--- src/rtl/load_issue_queue.sv ---
// Load issue queue: in-order FIFO of address-computed loads that feeds a
// single-outstanding load unit and broadcasts returned data with its tag.
module load_issue_queue #(
   parameter int DEPTH  = 4,
   parameter int TAG_W  = 5,
   parameter int ADDR_W = 32
) (
   input  logic                       clk,
   input  logic                       rst,
   input  logic                       flush,
   input  logic                       disp_valid,
   output logic                       disp_ready,
   input  logic [ADDR_W-1:0]          disp_base,
   input  logic [ADDR_W-1:0]          disp_offset,
   input  logic [TAG_W-1:0]           disp_tag,
   output logic                       lu_set_busy,
   output logic [ADDR_W-1:0]          lu_addr,
   input  logic                       lu_busy,
   input  logic                       lu_valid,
   input  logic [ADDR_W-1:0]          lu_data,
   output logic                       wb_valid,
   output logic [TAG_W-1:0]           wb_tag,
   output logic [ADDR_W-1:0]          wb_data,
   output logic [$clog2(DEPTH+1)-1:0] count
);
   localparam int PTR_W = $clog2(DEPTH);
   localparam int CNT_W = $clog2(DEPTH+1);
   localparam logic [CNT_W-1:0] FULL = CNT_W'(DEPTH);

   typedef enum logic {IDLE, WAIT} state_t;
   state_t state, state_nxt;

   logic [ADDR_W-1:0]        addr_mem [DEPTH];
   logic [TAG_W-1:0]         tag_mem  [DEPTH];
   logic [PTR_W-1:0]         rd_ptr, wr_ptr;
   logic [TAG_W-1:0]         inflight_tag;
   logic                     squash;
   logic                     push, issue, wb_fire;
   logic signed [ADDR_W-1:0] addr_p0;

   // Two's-complement add at ADDR_W bits: the carry out is simply discarded.
   function automatic logic signed [ADDR_W-1:0] wrap_add(
      input logic signed [ADDR_W-1:0] a,
      input logic signed [ADDR_W-1:0] b
   );
      return a + b;
   endfunction

   assign disp_ready = (count != FULL);
   assign push       = disp_valid && disp_ready && !flush;
   assign addr_p0    = wrap_add($signed(disp_base), $signed(disp_offset));

   always_comb begin
      state_nxt = state;
      issue     = 1'b0;
      wb_fire   = 1'b0;
      case (state)
         IDLE: if (count != '0 && !lu_busy && !flush) begin
            issue     = 1'b1;
            state_nxt = WAIT;
         end
         WAIT: if (lu_valid) begin
            wb_fire   = !squash && !flush;
            state_nxt = IDLE;
         end
      endcase
   end

   always_ff @(posedge clk or posedge rst) begin
      if (rst) state <= IDLE;
      else     state <= state_nxt;
   end

   // Stage p0 -> storage: entries carry the precomputed address with the tag.
   always_ff @(posedge clk) begin
      if (push) begin
         addr_mem[wr_ptr] <= addr_p0;
         tag_mem[wr_ptr]  <= disp_tag;
      end
   end

   always_ff @(posedge clk or posedge rst) begin
      if (rst) begin
         rd_ptr       <= '0;
         wr_ptr       <= '0;
         count        <= '0;
         lu_set_busy  <= 1'b0;
         lu_addr      <= '0;
         inflight_tag <= '0;
         squash       <= 1'b0;
         wb_valid     <= 1'b0;
         wb_tag       <= '0;
         wb_data      <= '0;
      end else begin
         lu_set_busy <= issue;
         wb_valid    <= wb_fire;
         if (issue) begin
            lu_addr      <= addr_mem[rd_ptr];
            inflight_tag <= tag_mem[rd_ptr];
         end
         if (wb_fire) begin
            wb_tag  <= inflight_tag;
            wb_data <= lu_data;
         end
         // A flushed in-flight load still has to be drained from the unit.
         if (state == WAIT) squash <= lu_valid ? 1'b0 : (squash | flush);
         if (flush) begin
            rd_ptr <= '0;
            wr_ptr <= '0;
            count  <= '0;
         end else begin
            if (push)  wr_ptr <= wr_ptr + 1'b1;
            if (issue) rd_ptr <= rd_ptr + 1'b1;
            if (push && !issue)      count <= count + 1'b1;
            else if (!push && issue) count <= count - 1'b1;
         end
      end
   end
endmodule

--- config.mk ---
export PLATFORM = sky130hd
export DESIGN_NAME = load_issue_queue
export DESIGN_NICKNAME = d
export VERILOG_FILES = /design/src/rtl/load_issue_queue.sv
export SDC_FILE = /design/constraint.sdc
export NUM_CORES = 1
export LEC_CHECK = 0
export CORE_MARGIN = 3
export CORE_UTILIZATION = 35
export DETAILED_ROUTE_END_ITERATION = 8
export MAX_ROUTING_LAYER = met4
export PLACE_DENSITY_LB_ADDON = 0.12
export RECOVER_POWER = 25
export SETUP_SLACK_MARGIN = 0.2
export SYNTH_ARGS = -nofsm -noshare
export SYNTH_HDL_FRONTEND = slang
export SYNTH_SLANG_ARGS = --single-unit
--- constraint.sdc ---
create_clock -name clk -period 8.1 [get_ports clk]
set_input_delay 1.62 -clock clk [delete_from_list [all_inputs] [get_ports clk]]
set_output_delay 1.62 -clock clk [all_outputs]
set_load 0.02 [all_outputs]
Word level (Yosys, flattened, before mapping)

Memories as Yosys holds them, arrays and structs flattened. A register that Yosys moved wholly into a read port is not among the register bits.
Cells that the tools add are included.

Flip-flop bits (word level): 48
Memory bits (writable): 148
Bits of input ports: 107
Word-level logic and storage cells: 51
Memories: 2

$add $sub $neg: 5
Equal/unequal tests: 1
Multiplexer cells: 16
Bitwise operators: 2
Reductions and logical operators: 16

Memory list:

| memory   | words | bits a word | rd ports | clocked after Yosys merged registers in | write ports | RTL line | text |
|---|---|---|---|---|---|---|---|
| addr_mem | 4     | 32          | 1        | 1                                       | 1           | 33       | `logic [ADDR_W-1:0] addr_mem [DEPTH];` |
| tag_mem  | 4     | 5           | 1        | 1                                       | 1           | 34       | `logic [TAG_W-1:0] tag_mem [DEPTH];` |

Operators by type and width:

| operator                                                            | number |
|---|---|
| 32-bit adder                                                        | 1 |
| 3-bit 2-to-1 mux                                                    | 3 |
| 1-bit 2-to-1 mux                                                    | 8 |
| 2-bit 2-to-1 mux                                                    | 4 |
| 1-bit logical AND                                                   | 7 |
| 3-bit nonzero test                                                  | 2 |
| 1-bit logical NOT                                                   | 5 |
| 2-bit by 1-bit adder with 2-bit output (second input constant)      | 2 |
| 2-bit nonzero test                                                  | 2 |
| 3-bit by 1-bit adder with 3-bit output (second input constant)      | 1 |
| 3-bit inequality test (second input constant)                       | 1 |
| 3-bit by 1-bit subtractor with 3-bit output (second input constant) | 1 |
| 1-bit one-hot mux with 2 select lines                               | 1 |
| 1-bit inverter                                                      | 1 |
| 1-bit OR                                                            | 1 |

Depth between registers and ports, before layout

Depth after elaboration: 9
Gate-level depth with buffers: 12
Mapped depth without buffers: 10

Worst setup path before layout

No wires, ideal clock.

Path kind: input to register
Start: in disp_valid
End: mem addr_mem[0][0] (enable)
Library setup time: 0.485 ns
Arrival time: 4.692 ns
Data required time: 7.615 ns
Slack: 2.923 ns
Cell stages on the path: 3
Path through: nand2_1 -> clkbuf_1 -> nor3b_1

Cells in the longest elaborated chain, start to end: 4

Ends and longest elaborated chain:

| item                                   | RTL line | text |
|---|---|---|
| from (decl)                            | 11       | `input logic disp_valid,` |
| 1-bit logical AND (2 in series)        | 50       | `assign push = disp_valid && disp_ready && !flush;` |
| 1-bit 2-to-1 mux                       | 76       | `if (push) begin` |
| 1-bit 2-to-1 mux (not written as such) | 77       | `addr_mem[wr_ptr] <= addr_p0;` |
| to (decl)                              | 33       |  |

No other way between the ends.

Worst setup path after layout

Start: in flush
End: reg count[2]

Cells in the longest elaborated chain, start to end: 8

Ends and longest elaborated chain:

| item                 | RTL line | text |
|---|---|---|
| from (decl)          | 10       | `input logic flush,` |
| 1-bit logical NOT    | 50, 58   |  |
| 1-bit logical AND    | 58       | `IDLE: if (count != '0 && !lu_busy && !flush) begin` |
| 1-bit 2-to-1 mux     | 58       |  |
| 1-bit 2-to-1 mux     | 57       | `case (state)` |
| 1-bit logical NOT    | 114      | `if (push && !issue) count <= count + 1'b1;` |
| 1-bit logical AND    | 114      |  |
| 3-bit 2-to-1 mux     | 114      |  |
| 3-bit 2-to-1 mux     | 107      | `if (flush) begin` |
| to (signal assigned) | 114      |  |
| to (signal assigned) | 115      | `else if (!push && issue) count <= count - 1'b1;` |
| to (decl)            | 24       | `output logic [$clog2(DEPTH+1)-1:0] count` |

Parallel ways exist; a longest one is shown, timed or not.
A chain may end at the register's enable or synchronous reset.

==> flow_summary.yaml <==
place:
  dp_hpwl_um: 15100
  gp_congestion: 0.771
  placed_cells: 1278
  port_buffers: 181
critical_path:
  crit_path_start: "flush"
  r2r_start: "count[2]"
  cp_max_fo: 44
  worst-setup-path-type: "input pin to register"
  crit_required_ns: 8.54
  cp-end-kind: "register"
  cp_data_arrival_time_ns: 5.20
  crit_path_start_kind: "input pin"
clocking:
  cts_sinks: 233
  insertion_delay_ns: 0.51
  ctsHoldBuffers: 0
  cts_setup_buffers: 0
  clk_pin_slew_ns: 0.06
  post_cts_resized: 0
  cts_made_buffers: 25
  cts_root_buffer: "clkbuf_16"
  tritoncts: "yes"
  htree_levels: 1
  max-clock-path-buffers: 3
routing:
  drt_iter0_drc: 275
  drtPass1Iterations: 4
  drtAntennaViolNets: 0
  routed_wl_um: 22600
  via_count: 6397
  vias_per_cell: 4.84
  detail_route.wl_per_cell_um: 17.1
  drc: 0
logic_synthesis:
  async_flop_share_pct: 36.5
  ys_seq_area_share_pct: 63.2
  synth_cells: 734
  yosys.area.top_type: "edfxtp_1"
  ys_seq_elements: 233
  synth-edff-count: 148
  synth_area_sq_um: 10400
  synth_area_leaders: "edfxtp_1, dfrtp_1, mux4_2"
  synthFlopType: "edfxtp_1"
  synth.top_cell.area_share_pct: 42.8
  synth_nets: 878
  ys_types: 56
  syn_avg_cell_area_sq_um: 14.2
  yosysWarnings: 0
grt:
  grt_max_degree: 67
  grt_pass1_wl_um: 35400
  grt_pass1_vias: 6564
  grt_usage_pct: 14.6
  grt-ovfl-total: 0
  grt_antenna_before_repair: 0
layout:
  syn_to_final_growth_pct: 30.2
  fin_util_pct: 46.6
  nFillCells: 2582
  drive_above_1_share_pct: 15.3
  regArea_sq_um: 6570
  design.final.nets: 1065
  multi_input_area_sq_um: 3660
  antennaDiodeCount: 0
  fin_cells: 1323
die:
  row_count: 62
  die_area_sq_um: 31800
  die_w_um: 178
  pin_count: 182
  die-height_um: 178
  start_util_pct: 35.8
  core_sq_um: 29000
power_and_ir_drop:
  vdd_drop_max_mv: 0.146
  powerDensity_nw_per_um2: 312
  power_leakage_nw: 5.14
timing:
  timing.fmax_ghz: 0.210
  worst_pin_slew_ns: 2.06
  setup_viol: 0
  fin_crit_ns: 4.76
  hold_viol: 0
  slew_headroom_pct: -37.4
  skew_ns: 0.0157
  post-route-period-util_pct: 58.8
  drv_slew: 39
  rsz0062_at_grt: "false"
  fin_tns_setup_ns: 0
run_status:
  status: "finished, violations left"
  violations: "capacitance limit, slew limit"
flow_run:
  max_cap_violations: 1
hold_path:
  hp-class: "register to register"
  worstHoldStart: "inflight_tag[3]"
-- power breakdown --
| part | internal (mW) | switching (mW) |
|---|---|---|
| sequential | 1.55 | 0.141 |
| combinational | 0.657 | 0.672 |
| clock | 0.752 | 0.450 |
| total | 2.96 | 1.26 |
-- critical path, cell delays in order --
cell and delay, ns:
dlygate4sd3_1 0.75, or4_2 0.73, buf_4 0.31, inv_2 0.68
nor3_1 0.15, fa_1 0.43, nor2_1 0.13, nand2_1 0.08
o21ai_1 0.07, o21ai_0 0.08, o2bb2ai_1 0.14
-- state kept, by name, indices dropped and copies added (netlist names) --
name,flops
wb_tag,5
state,1
wb_valid,1
rd_ptr,2
inflight_tag,5
squash,1
wr_ptr,2
lu_addr,32
tag_mem,20
lu_set_busy,1
wb_data,32
addr_mem,128
count,3
-- area by class of cell --
| type | count | area share [%] |
|---|---|---|
| flip-flops and latches | 233 | 48.6 |
| multi-input cells | 455 | 27.0 |
| repair buffers | 189 | 13.8 |
| clock buffers | 29 | 4.96 |
| clock inverters | 16 | 1.60 |
| well taps | 384 | 3.55 |
| inverters | 17 | 0.481 |
-- cell usage in the layout, fill, tap and decap left out, types with 3 or more instances in the layout --
| cell | n |
|---|---|
| clkdlybuf4s50_1 | 168 |
| edfxtp_1 | 148 |
| nand2_1 | 137 |
| dfrtp_1 | 83 |
| mux4_2 | 37 |
| mux2_2 | 37 |
| ha_1 | 35 |
| a21oi_1 | 26 |
| clkbuf_16 | 25 |
| xnor2_1 | 19 |
| nor2_1 | 18 |
| o21ai_0 | 17 |
| inv_1 | 14 |
| xor2_1 | 13 |
| dlygate4sd3_1 | 13 |
| nand3_1 | 11 |
| a21o_1 | 11 |
| nand4_1 | 9 |
| o21ai_1 | 7 |
| buf_4 | 7 |
| nand2b_1 | 6 |
| nor3_1 | 5 |
| a31oi_1 | 5 |
| clkinv_2 | 5 |
| bufinv_16 | 5 |
| a21oi_2 | 4 |
| a211oi_1 | 4 |
| nor2b_1 | 4 |
| o21bai_1 | 4 |
| nor3b_2 | 4 |
| and4_1 | 3 |
| o211ai_1 | 3 |
| and3_1 | 3 |
| clkbuf_8 | 3 |
-- final timing paths --
check | endpoint | slack [ns] | cells past startpoint
worst max-delay path | count[2] | 3.34 | 11
worst min-delay path | inflight_tag[3] | 0.47 | 2
worst max register to register | count[2] | 4.89 | 11
worst min register to register | inflight_tag[3] | 0.47 | 2
max in group asynchronous | rd_ptr[1] | 5.02 | 3
min in group asynchronous | wb_data[1] | 1.71 | 2
-- layer usage --
metal | up-vias | global-route usage (%) | wire length (um)
met3 | 18 | 2.87 | 1560
li1 | 3110 | - | -
met5 | - | - | 0
met2 | 189 | 24.4 | 10900
met4 | 0 | 3.28 | 282
met1 | 3080 | 18.5 | 9850
-- stage by stage --
step           setup WS, ns  instance area, sq um  hold slack, ns  total power, mW
2_1_floorplan          2.92                 10400           0.440             2.48
4_1_cts                3.34                 13500           0.476             4.30
6_report               3.34                 13500           0.468             4.23
3_3_place_gp           2.87                 12600           0.458             3.07
5_1_grt                3.09                 13500           0.502             4.47
3_5_place_dp           2.82                 12600           0.461             3.08
-- logic make-up after synthesis --
kind of cell	after synthesis	synth area share, %
and+or+nand+nor	210	8.90
adders and majority gates	37	4.60
DFF	233	63.2
buffers and inverters	46	1.82
xor gates and xnor gates	32	2.70
muxes	75	12.1
AOI/OAI and AO/OA	101	6.61
-- Yosys cell counts, drive strengths merged, types with 4 or more instances --
cell,number
mux2,37
ha,35
clkbuf,14
a31oi,5
nor2b,4
nor2,18
o21ai,24
mux4,37
xor2,13
a21oi,30
xnor2,19
a211oi,4
edfxtp,148
nor3b,5
nand2b,6
nor3,6
buf,15
nand3,12
nand4,9
nand2,137
o21bai,4
dfrtp,85
a21o,11
inv,17
(Power assumes the default switching activity.)
